File: src/rtl/alu_arbiter_if.sv
// Request/response channel bundle between the issue clients and alu_arbiter.
// slave = arbiter side, master = client side.
interface alu_arbiter_if #(
  parameter int NREQ = 4,
  parameter int IDW  = $clog2(NREQ)
);
  logic [NREQ-1:0]    req_valid;
  logic [NREQ-1:0]    req_ready;
  logic [NREQ*32-1:0] req_a;
  logic [NREQ*32-1:0] req_b;
  logic [NREQ*5-1:0]  req_shamt;
  logic [NREQ*4-1:0]  req_funct;
  logic               rsp_valid;
  logic               rsp_ready;
  logic [IDW-1:0]     rsp_id;
  logic [31:0]        rsp_data;
  logic               rsp_err;

  modport slave (
    input  req_valid, req_a, req_b, req_shamt, req_funct, rsp_ready,
    output req_ready, rsp_valid, rsp_id, rsp_data, rsp_err
  );

  modport master (
    output req_valid, req_a, req_b, req_shamt, req_funct, rsp_ready,
    input  req_ready, rsp_valid, rsp_id, rsp_data, rsp_err
  );
endinterface

File: src/rtl/alu_arbiter.sv
// Round-robin arbiter sharing one registered 32-bit ALU between NREQ requesters;
// results return on a common response channel tagged with the requester id.
//
// state | meaning
// IDLE  | searching for a request, req_ready asserted toward the winner
// EXEC  | alu_funct driven for one cycle, ALU registers result at cycle end
// WAIT  | ALU result captured into the response register
// RESP  | response held until the consumer accepts it
module alu_arbiter #(
  parameter int NREQ = 4,
  parameter int IDW  = $clog2(NREQ)
) (
  input  logic         clk,
  input  logic         rst_n,
  alu_arbiter_if.slave bus,
  output logic [31:0]  alu_a,
  output logic [31:0]  alu_b,
  output logic [4:0]   alu_shamt,
  output logic [3:0]   alu_funct,
  input  logic [31:0]  alu_res,
  output logic         busy,
  output logic [15:0]  op_count
);
  typedef enum logic [1:0] {S_IDLE, S_EXEC, S_WAIT, S_RESP} state_t;

  state_t          r_state, w_state_nxt;
  logic [IDW-1:0]  r_ptr, r_id, w_gnt_id;
  logic            w_gnt_found, w_accept;
  logic [3:0]      r_funct, w_gnt_funct, w_alu_funct;
  logic [31:0]     r_alu_a, r_alu_b, r_rsp_data;
  logic [4:0]      r_alu_shamt;
  logic            r_rsp_err;
  logic [15:0]     r_op_count;
  logic [NREQ-1:0] w_req_ready;

  // Search starts one past the last winner so every client gets a turn.
  always_comb begin : arb
    int             sum;
    logic [IDW-1:0] idx;
    sum         = 0;
    idx         = '0;
    w_gnt_found = 1'b0;
    w_gnt_id    = '0;
    for (int k = 1; k <= NREQ; k++) begin
      sum = int'(r_ptr) + k;
      if (sum >= NREQ) sum = sum - NREQ;
      idx = IDW'(sum);
      if (!w_gnt_found && bus.req_valid[idx]) begin
        w_gnt_found = 1'b1;
        w_gnt_id    = idx;
      end
    end
  end

  assign w_accept    = (r_state == S_IDLE) && w_gnt_found;
  assign w_gnt_funct = bus.req_funct[w_gnt_id*4 +: 4];

  always_comb begin
    w_req_ready = '0;
    if (w_accept) w_req_ready[w_gnt_id] = 1'b1;
  end

  always_comb begin
    w_state_nxt = r_state;
    w_alu_funct = '0;
    case (r_state)
      S_IDLE: if (w_accept) w_state_nxt = (w_gnt_funct == 4'd0) ? S_RESP : S_EXEC;
      S_EXEC: begin
        w_alu_funct = r_funct;
        w_state_nxt = S_WAIT;
      end
      S_WAIT: w_state_nxt = S_RESP;
      S_RESP: if (bus.rsp_ready) w_state_nxt = S_IDLE;
      default: w_state_nxt = S_IDLE;
    endcase
  end

  always_ff @(posedge clk or negedge rst_n) begin
    if (!rst_n) r_state <= S_IDLE;
    else        r_state <= w_state_nxt;
  end

  always_ff @(posedge clk or negedge rst_n) begin
    if (!rst_n) begin
      r_ptr       <= IDW'(NREQ-1);
      r_id        <= '0;
      r_funct     <= '0;
      r_alu_a     <= '0;
      r_alu_b     <= '0;
      r_alu_shamt <= '0;
      r_rsp_data  <= '0;
      r_rsp_err   <= 1'b0;
      r_op_count  <= '0;
    end else begin
      if (w_accept) begin
        r_ptr   <= w_gnt_id;
        r_id    <= w_gnt_id;
        r_funct <= w_gnt_funct;
        // Illegal requests bypass the ALU entirely; its inputs keep their values.
        if (w_gnt_funct == 4'd0) begin
          r_rsp_data <= '0;
          r_rsp_err  <= 1'b1;
        end else begin
          r_alu_a     <= bus.req_a[w_gnt_id*32 +: 32];
          r_alu_b     <= bus.req_b[w_gnt_id*32 +: 32];
          r_alu_shamt <= bus.req_shamt[w_gnt_id*5 +: 5];
        end
      end
      if (r_state == S_WAIT) begin
        r_rsp_data <= alu_res;
        r_rsp_err  <= 1'b0;
      end
      if (r_state == S_RESP && bus.rsp_ready) r_op_count <= r_op_count + 16'd1;
    end
  end

  assign bus.req_ready = w_req_ready;
  assign bus.rsp_valid = (r_state == S_RESP);
  assign bus.rsp_id    = r_id;
  assign bus.rsp_data  = r_rsp_data;
  assign bus.rsp_err   = r_rsp_err;
  assign alu_a         = r_alu_a;
  assign alu_b         = r_alu_b;
  assign alu_shamt     = r_alu_shamt;
  assign alu_funct     = w_alu_funct;
  assign busy          = (r_state != S_IDLE);
  assign op_count      = r_op_count;
endmodule

File: src/flat_wrapper.sv
// flat-port wrapper written by rule: the top's interface ports become plain ports
module alu_arbiter_flat 
#(
  parameter int NREQ = 4,
  parameter int IDW  = $clog2(NREQ)
)
  (clk, rst_n, alu_a, alu_b, alu_shamt, alu_funct, alu_res, busy, op_count, bus_req_valid, bus_req_a, bus_req_b, bus_req_shamt, bus_req_funct, bus_rsp_ready, bus_req_ready, bus_rsp_valid, bus_rsp_id, bus_rsp_data, bus_rsp_err);
  alu_arbiter_if #(.NREQ(NREQ), .IDW(IDW)) bus_i ();
  input  logic clk;
  input  logic rst_n;
  output logic [31:0] alu_a;
  output logic [31:0] alu_b;
  output logic [4:0] alu_shamt;
  output logic [3:0] alu_funct;
  input  logic [31:0] alu_res;
  output logic busy;
  output logic [15:0] op_count;
  input wire logic [$bits(bus_i.req_valid)-1:0] bus_req_valid;
  input wire logic [$bits(bus_i.req_a)-1:0] bus_req_a;
  input wire logic [$bits(bus_i.req_b)-1:0] bus_req_b;
  input wire logic [$bits(bus_i.req_shamt)-1:0] bus_req_shamt;
  input wire logic [$bits(bus_i.req_funct)-1:0] bus_req_funct;
  input wire logic [$bits(bus_i.rsp_ready)-1:0] bus_rsp_ready;
  output wire logic [$bits(bus_i.req_ready)-1:0] bus_req_ready;
  output wire logic [$bits(bus_i.rsp_valid)-1:0] bus_rsp_valid;
  output wire logic [$bits(bus_i.rsp_id)-1:0] bus_rsp_id;
  output wire logic [$bits(bus_i.rsp_data)-1:0] bus_rsp_data;
  output wire logic [$bits(bus_i.rsp_err)-1:0] bus_rsp_err;
  assign bus_i.req_valid = bus_req_valid;
  assign bus_i.req_a = bus_req_a;
  assign bus_i.req_b = bus_req_b;
  assign bus_i.req_shamt = bus_req_shamt;
  assign bus_i.req_funct = bus_req_funct;
  assign bus_i.rsp_ready = bus_rsp_ready;
  assign bus_req_ready = bus_i.req_ready;
  assign bus_rsp_valid = bus_i.rsp_valid;
  assign bus_rsp_id = bus_i.rsp_id;
  assign bus_rsp_data = bus_i.rsp_data;
  assign bus_rsp_err = bus_i.rsp_err;
  alu_arbiter #(.NREQ(NREQ), .IDW(IDW)) u_core (.clk(clk), .rst_n(rst_n), .bus(bus_i), .alu_a(alu_a), .alu_b(alu_b), .alu_shamt(alu_shamt), .alu_funct(alu_funct), .alu_res(alu_res), .busy(busy), .op_count(op_count));
endmodule
File: config.mk
export PLATFORM = sky130hd
export DESIGN_NAME = alu_arbiter_flat
export DESIGN_NICKNAME = d
export VERILOG_FILES = /design/src/rtl/alu_arbiter_if.sv /design/src/rtl/alu_arbiter.sv /design/src/flat_wrapper.sv
export SDC_FILE = /design/constraint.sdc
export NUM_CORES = 1
export LEC_CHECK = 0
export CAP_MARGIN = 5
export CORE_AREA = 10 10 169 171
export DETAILED_ROUTE_END_ITERATION = 8
export DIE_AREA = 0 0 179 181
export GPL_TIMING_DRIVEN = 0
export MAX_ROUTING_LAYER = met4
export PLACE_DENSITY = 0.67
export SETUP_SLACK_MARGIN = 0.3
export SLEW_MARGIN = 20
export SYNTH_ARGS = -nofsm -noshare
export SYNTH_HDL_FRONTEND = slang
export SYNTH_SLANG_ARGS = --single-unit
export TNS_END_PERCENT = 5
File: constraint.sdc
create_clock -name clk -period 3.9 [get_ports clk]
set_input_delay 0.78 -clock clk [delete_from_list [all_inputs] [get_ports clk]]
set_output_delay 0.78 -clock clk [all_outputs]
set_load 0.05 [all_outputs]
==> run metrics, run 1 <==
outcome=finished clean; Slowest-stage cell, CP=dlygate4sd2_1; routed wire length=approximately 34 mm; chip width=between 150 and 200 microns; Netlist Area Pre-Place=7550 sq um; Synth cell types=39; initial detailed-routing violation count=between 200 and 250; Critical Path Fanout Max=6; PortBufs=460; fin. max-slew vios=0; Worst Path Class, Setup=input pin to output port; Largest stage delay, worst path=slightly below 0.6 ns; Placed Area=12,600 sq um; Ant. Diodes=0; Max-cap violations=0; DR vias/cell=around 4.7; WHS=about 0.26 ns; Leak Pwr=~5.9 nW; Area Growth Syn to Fin=75.2%; met3 routed WL=approximately 2.6 mm; Final Hold Vio Count=0; Data arrival, critical path=a little under 3 ns; overall power=roughly 0.011 W; Initial Util=a little under a third; Fmax achieved=0.272 GHz; Hold-fix buffers, CTS=0; Crit. End Element=output port; antenna-violating nets left=0; crit path time final=approximately 3.7 ns; FFs w/ async S/R, synth=100%; Post-synth EDFFs=0; Synth Register Bits=about 130; I/O Pins=between 400 and 500; clk_lat worst skew=0.43 ns; reg2reg path depth=9; Final Cell Area=around 13,000 sq um; first-pass GRT wire length=about 49 mm; DR DRC count=0; # H-tree levels=4; vias in the first global route=a little under 8,000; worst-margin pin slew=approximately 0.68 ns; Worst slew margin=between 50% and 60%; Peak supply drop=0.505 mV; clock skew=~0.018 ns; DR vias=roughly 7,300; Final period util=between 90% and 100%; Cells after Synth=748; Finished Layout Cells=around 1,600; register area share after synthesis=around 42%; syn_area_per_cell=10.1 sq um; Worst-path clk slew=~0.070 ns; Initial DRT Pass Iterations=4; HPWL Detailed=27.6 mm; WP data required=roughly 3.1 ns; WL met2=between 15 and 20 mm; Row Count=between 50 and 60; Post-Syn Nets=between 1,000 and 1,500; CP startpoint kind=input pin; largest net degree at the start of global routing=76; CTS Buf Count=17; Ys Warns=0; gr usage total=between 20% and 30%; Clock Tree Buf Depth=2; RSZ-0062 raised after global routing=yes; die height=approximately 180 microns; clock root buffer=clkbuf_16; Core Box Area=about 25,000 sq um; die footprint=32,400 sq um; final setup vio count=0; GRT overflow=0; Cell Chain, Critical Path=clkdlybuf4s50_1 > nand2b_1 > a21boi_1 > o21ai_1 > a21oi_1 > nor3_1 > dlygate4sd2_1; nets=1,565; Highest Signal Layer=met4; WL/cell=between 20 and 25 microns; GPL Wtd Cong=about 0.87; CTS tree=built; share of cells above drive strength 1=between 10 and 15%; M1 WL=13.1 mm; initial antenna violation count=0; Clock Sinks=between 100 and 150; Synth Flop Type=dfrtp_1; min-delay worst type=input pin to async pin; P per Cell Area=roughly 830 nW/um^2; Inst Count DP=1,539
-- cells in the final DEF (no fill, tap or decap), types with 2 or more instances in the layout --
master | netlist | layout
xor2_1 | 4 | 4
nand2b_1 | 5 | 5
dfrtp_1 | 126 | 126
clkbuf_16 | 0 | 17
a31oi_1 | 2 | 2
buf_1 | 7 | 7
dfstp_2 | 2 | 2
buf_4 | 5 | 5
buf_6 | 2 | 2
a21oi_1 | 7 | 7
o21ai_0 | 73 | 73
ha_1 | 6 | 6
clkdlybuf4s50_1 | 0 | 455
inv_6 | 0 | 6
xnor2_1 | 11 | 11
clkdlybuf4s15_2 | 0 | 2
clkinv_8 | 0 | 2
and2_1 | 5 | 5
nand2_1 | 87 | 87
o221ai_1 | 4 | 4
buf_8 | 1 | 2
nor2b_1 | 2 | 2
clkbuf_2 | 0 | 2
nor3_1 | 3 | 3
buf_2 | 17 | 18
inv_8 | 0 | 6
mux2_2 | 70 | 70
o21ai_1 | 3 | 3
nor2_1 | 13 | 13
inv_1 | 78 | 78
mux2i_1 | 140 | 140
nand4_1 | 7 | 7
clkbuf_1 | 15 | 12
a21o_1 | 3 | 2
and3_1 | 2 | 2
a22o_1 | 34 | 34
nand3_1 | 5 | 5
-- kinds of logic (layout without fill, tap and decap cells) --
| group | after synthesis | count (layout) | share of synthesized area, % |
|---|---|---|---|
| muxes | 210 | 210 | 29.0 |
| AOI/OAI and AO/OA | 132 | 132 | 11.2 |
| and+or+nand+nor | 132 | 132 | 7.54 |
| DFF | 128 | 128 | 42.5 |
| buffers and inverters | 125 | 618 | 7.09 |
| xor gates and xnor gates | 15 | 15 | 1.74 |
| adders and majority gates | 6 | 6 | 0.994 |
-- final cells by class --
type	count	area, sq um
flip-flops and latches	128	3210
fillers	2353	11800
inverters	78	293
repair buffers	461	4630
well taps	330	413
multi-input cells	495	3820
clock buffers	17	425
clock inverters	15	183
plain buffers	47	255
-- per-stage QoR --
stage | setup slack [ns] | TNS, ns | util (%)
floorplan | 0.451 | 0 | -
global placement | -3.45 | -440.15 | 50.2
detailed placement | -1.11 | -3.89 | 50.3
CTS | 0.208 | 0 | 52.8
global route | 0.122 | 0 | 52.8
finish | 0.226 | 0 | 52.8
-- worst max-delay path: cells and delay by family --
family,cells,cell delay (ns)
compound gates,3,0.63
simple gates,2,0.32
buf+inv,2,1.16
-- sequential cells by signal, indices dropped and copies added (netlist names) --
signal and count:
u_core.alu_a 32, u_core.alu_b 32, u_core.alu_shamt 5, u_core.bus.rsp_data 32, u_core.bus.rsp_err 1, u_core.bus.rsp_id 2, u_core.op_count 16, u_core.r_funct 4
u_core.r_ptr 2, u_core.r_state 2
-- where the power goes --
group,internal (W),switching (W)
Combinational,0.00266,0.00437
Clock,0.000927,0.000739
Sequential,0.00196,0.000374
Total,0.00555,0.00548
-- synth_stat cells, types with 3 or more instances --
cell	number	area, sq um
a21o_1	3	22.5
a21oi_1	7	35.0
a22o_1	34	298
and2_1	5	31.3
buf_1	7	26.3
buf_2	17	85.1
buf_4	5	37.5
clkbuf_1	15	56.3
dfrtp_1	126	3150
ha_1	6	75.1
inv_1	78	293
mux2_2	70	788
mux2i_1	140	1400
nand2_1	87	327
nand2b_1	5	31.3
nand3_1	5	25.0
nand4_1	7	43.8
nor2_1	13	48.8
nor3_1	3	15.0
o21ai_0	73	365
o21ai_1	3	15.0
o221ai_1	4	35.0
xnor2_1	11	96.3
xor2_1	4	35.0
-- worst paths after layout --
check	from	endpoint	slack [ns]
hold / removal	rst_n	u_core.op_count[7]$_DFFE_PN0P_	0.26
max in group asynchronous	rst_n	u_core.alu_b[0]$_DFFE_PN0P_	2.89
hold reg to reg	u_core.bus.rsp_id[1]$_DFFE_PN0P_	u_core.bus.rsp_id[1]$_DFFE_PN0P_	0.47
min in group clk	u_core.bus.rsp_id[1]$_DFFE_PN0P_	u_core.bus.rsp_id[1]$_DFFE_PN0P_	0.47
setup / recovery	bus_req_valid[1]	bus_req_ready[1]	0.23
setup reg to reg	u_core.r_ptr[0]$_DFFE_PN1P_	u_core.alu_a[28]$_DFFE_PN0P_	0.85
-- timing repair --
| item | CTS | global route |
|---|---|---|
| pin swaps | 1 | 0 |
| resized for setup | 19 | 3 |
| setup buffers | 0 | 0 |
| cloned | 0 | 0 |
| setup endpoints to repair | 5 | 54 |
-- layer usage --
metal | global-route usage (%) | vias to the layer above
met5 | - | -
met4 | 5.76 | 0
met3 | 5.59 | 23
met2 | 35.7 | 298
met1 | 22.5 | 3483
li1 | - | 3539
Note: power is estimated with default switching activity, not from simulation.
==> run 2, diff against run 1 <==
SKIP_CTS_REPAIR_TIMING = 1   (was not set)
==> run metrics, run 2 (synthesis results as in run 1) <==
outcome=finished clean; Fmax achieved=0.272 GHz (about the same); antenna-violating nets left=0 (unchanged); Core Box Area=25,000 sq um (unchanged); WL/cell=21.4 microns (about the same); Final period util=94.3% (about the same); die height=181 microns (unchanged); CTS tree=built; GPL Wtd Cong=0.869 (unchanged); Initial Util=30.2% (unchanged); overall power=0.0110 W (about the same); reg2reg path depth=9 (unchanged); final setup vio count=0 (unchanged); HPWL Detailed=27.6 mm (unchanged); CP Buf/Inv Count=3 (+1); min-delay worst type=input pin to async pin; GRT overflow=0 (unchanged); Data arrival, critical path=2.90 ns (about the same); vias in the first global route=7,936 (+0.025%); reg2reg end=u_core.alu_a[28]$_DFFE_PN0P_; Worst Path Class, Setup=input pin to output port; area of the multi-input gates=3820 sq um (unchanged); CTS Buf Count=17 (unchanged); Clock Sinks=128 (unchanged); CP startpoint kind=input pin; Crit. End Element=output port; Leak Pwr=5.94 nW (+0.48%); Cell Chain, Critical Path=clkdlybuf4s50_1 > and2b_1 > nor2_1 > a21o_4 > clkbuf_4 > nor2_1 > and2_1 > dlymetal6s2s_1; clock skew=0.0181 ns (-0.000391 ns); Worst slew margin=54.9% (+0.083 points); Worst path depth=8 (+1); I/O Pins=461 (unchanged); family with the most delay on the worst path=buffers and inverters; PortBufs=460 (unchanged); fin. max-slew vios=0 (unchanged); initial detailed-routing violation count=254 (+5.8%); routed wire length=33.7 mm (about the same); P per Cell Area=834 nW/um^2 (about the same); initial antenna violation count=0 (unchanged); Largest stage delay, worst path=0.55 ns (-0.04 ns); Max-cap violations=0 (unchanged); Finished Layout Cells=1,571 (unchanged); R2R setup slack=0.85 ns (about the same); Inst Count DP=1,539 (unchanged); # H-tree levels=4 (unchanged); Initial DRT Pass Iterations=4 (unchanged); DR vias=7,347 (+0.054%); clock root buffer=clkbuf_16; WHS=0.261 ns (+0.000990 ns); Critical Path Fanout Max=10 (+4); clk_lat worst skew=0.43 ns (about the same); Crit. Startpoint=bus_req_valid[3]; Worst-path clk slew=0.07 ns (about the same); Area Growth Syn to Fin=75.2% (about the same); WP data required=3.12 ns (about the same); Row Count=58 (unchanged); fillcell total=2,348 (-0.21%); Ant. Diodes=0 (unchanged); Worst Setup EP=bus_req_ready[2]; Clock Tree Buf Depth=2 (unchanged); Slowest-stage cell, CP=clkdlybuf4s50_1; die footprint=32,400 sq um (unchanged); most frequent cells in the layout=clkdlybuf4s50_1, mux2i_1, dfrtp_1; share of cells above drive strength 1=11.4% (-0.081 points); commonest non-fill, non-tap cell in the layout=clkdlybuf4s50_1; worst-margin pin slew=0.676 ns (-0.00125 ns); register area=3210 sq um (unchanged); chip width=179 microns (unchanged); Final Hold Vio Count=0 (unchanged); Worst path most repeated cell=nor2_1; DR DRC count=0 (unchanged); nets=1,565 (unchanged); gr usage total=20.6% (unchanged); DR vias/cell=4.68 (about the same); Critical R2R Launch=u_core.r_ptr[0]$_DFFE_PN1P_; largest net degree at the start of global routing=76 (unchanged); RSZ-0062 raised after global routing=yes; first-pass GRT wire length=49.3 mm (unchanged); crit path time final=3.68 ns (+0.00148 ns); final core occ=52.8% (about the same); Peak supply drop=0.505 mV (about the same)
==> run 2: final cells by class <==
| cell class | instances | area share (%) |
|---|---|---|
| tap | 330 | 3.12 |
| multi-input combinational | 495 | 28.9 |
| timing repair buffer | 461 | 35.0 |
| clock inverter | 15 | 1.38 |
| buffer | 47 | 1.90 |
| inverter | 78 | 2.21 |
| sequential | 128 | 24.2 |
| clock buffer | 17 | 3.22 |
==> run 2: report_power, final <==
part	switching, W	internal (W)	total, W
Sequential	0.000374	0.00196	0.00234
Clock	0.000738	0.000927	0.00167
Combinational	0.00437	0.00266	0.00703
Total	0.00548	0.00555	0.0110
==> run 2: layer usage <==
metal	vias up	GRT usage, %	part of all wire [%]
li1	3541	-	-
met1	3483	22.5	39
met2	296	35.7	52
met3	27	5.59	7.6
met4	0	5.76	1.7
met5	-	-	0
==> run 2: how the worst min path moves through the flow <==
| stage | to | slack, ns |
|---|---|---|
| floorplan | u_core.r_funct[0]$_DFFE_PN0P_ | 0.44 |
| global placement | u_core.r_funct[0]$_DFFE_PN0P_ | 0.45 |
| detailed placement | u_core.r_funct[1]$_DFFE_PN0P_ | 0.46 |
| CTS | u_core.op_count[7]$_DFFE_PN0P_ | 0.27 |
| global route | u_core.op_count[7]$_DFFE_PN0P_ | 0.28 |
| finish | u_core.op_count[7]$_DFFE_PN0P_ | 0.26 |
==> run 2: stage by stage <==
step	worst slack (ns)	area [sq um]	setup TNS (ns)
2_1_floorplan	0.451	7550	0
5_1_grt	0.0921	13200	0
3_5_place_dp	-1.11	12600	-3.89
6_report	0.224	13200	0
4_1_cts	-1.11	13200	-2.83
3_3_place_gp	-3.45	12600	-440.15
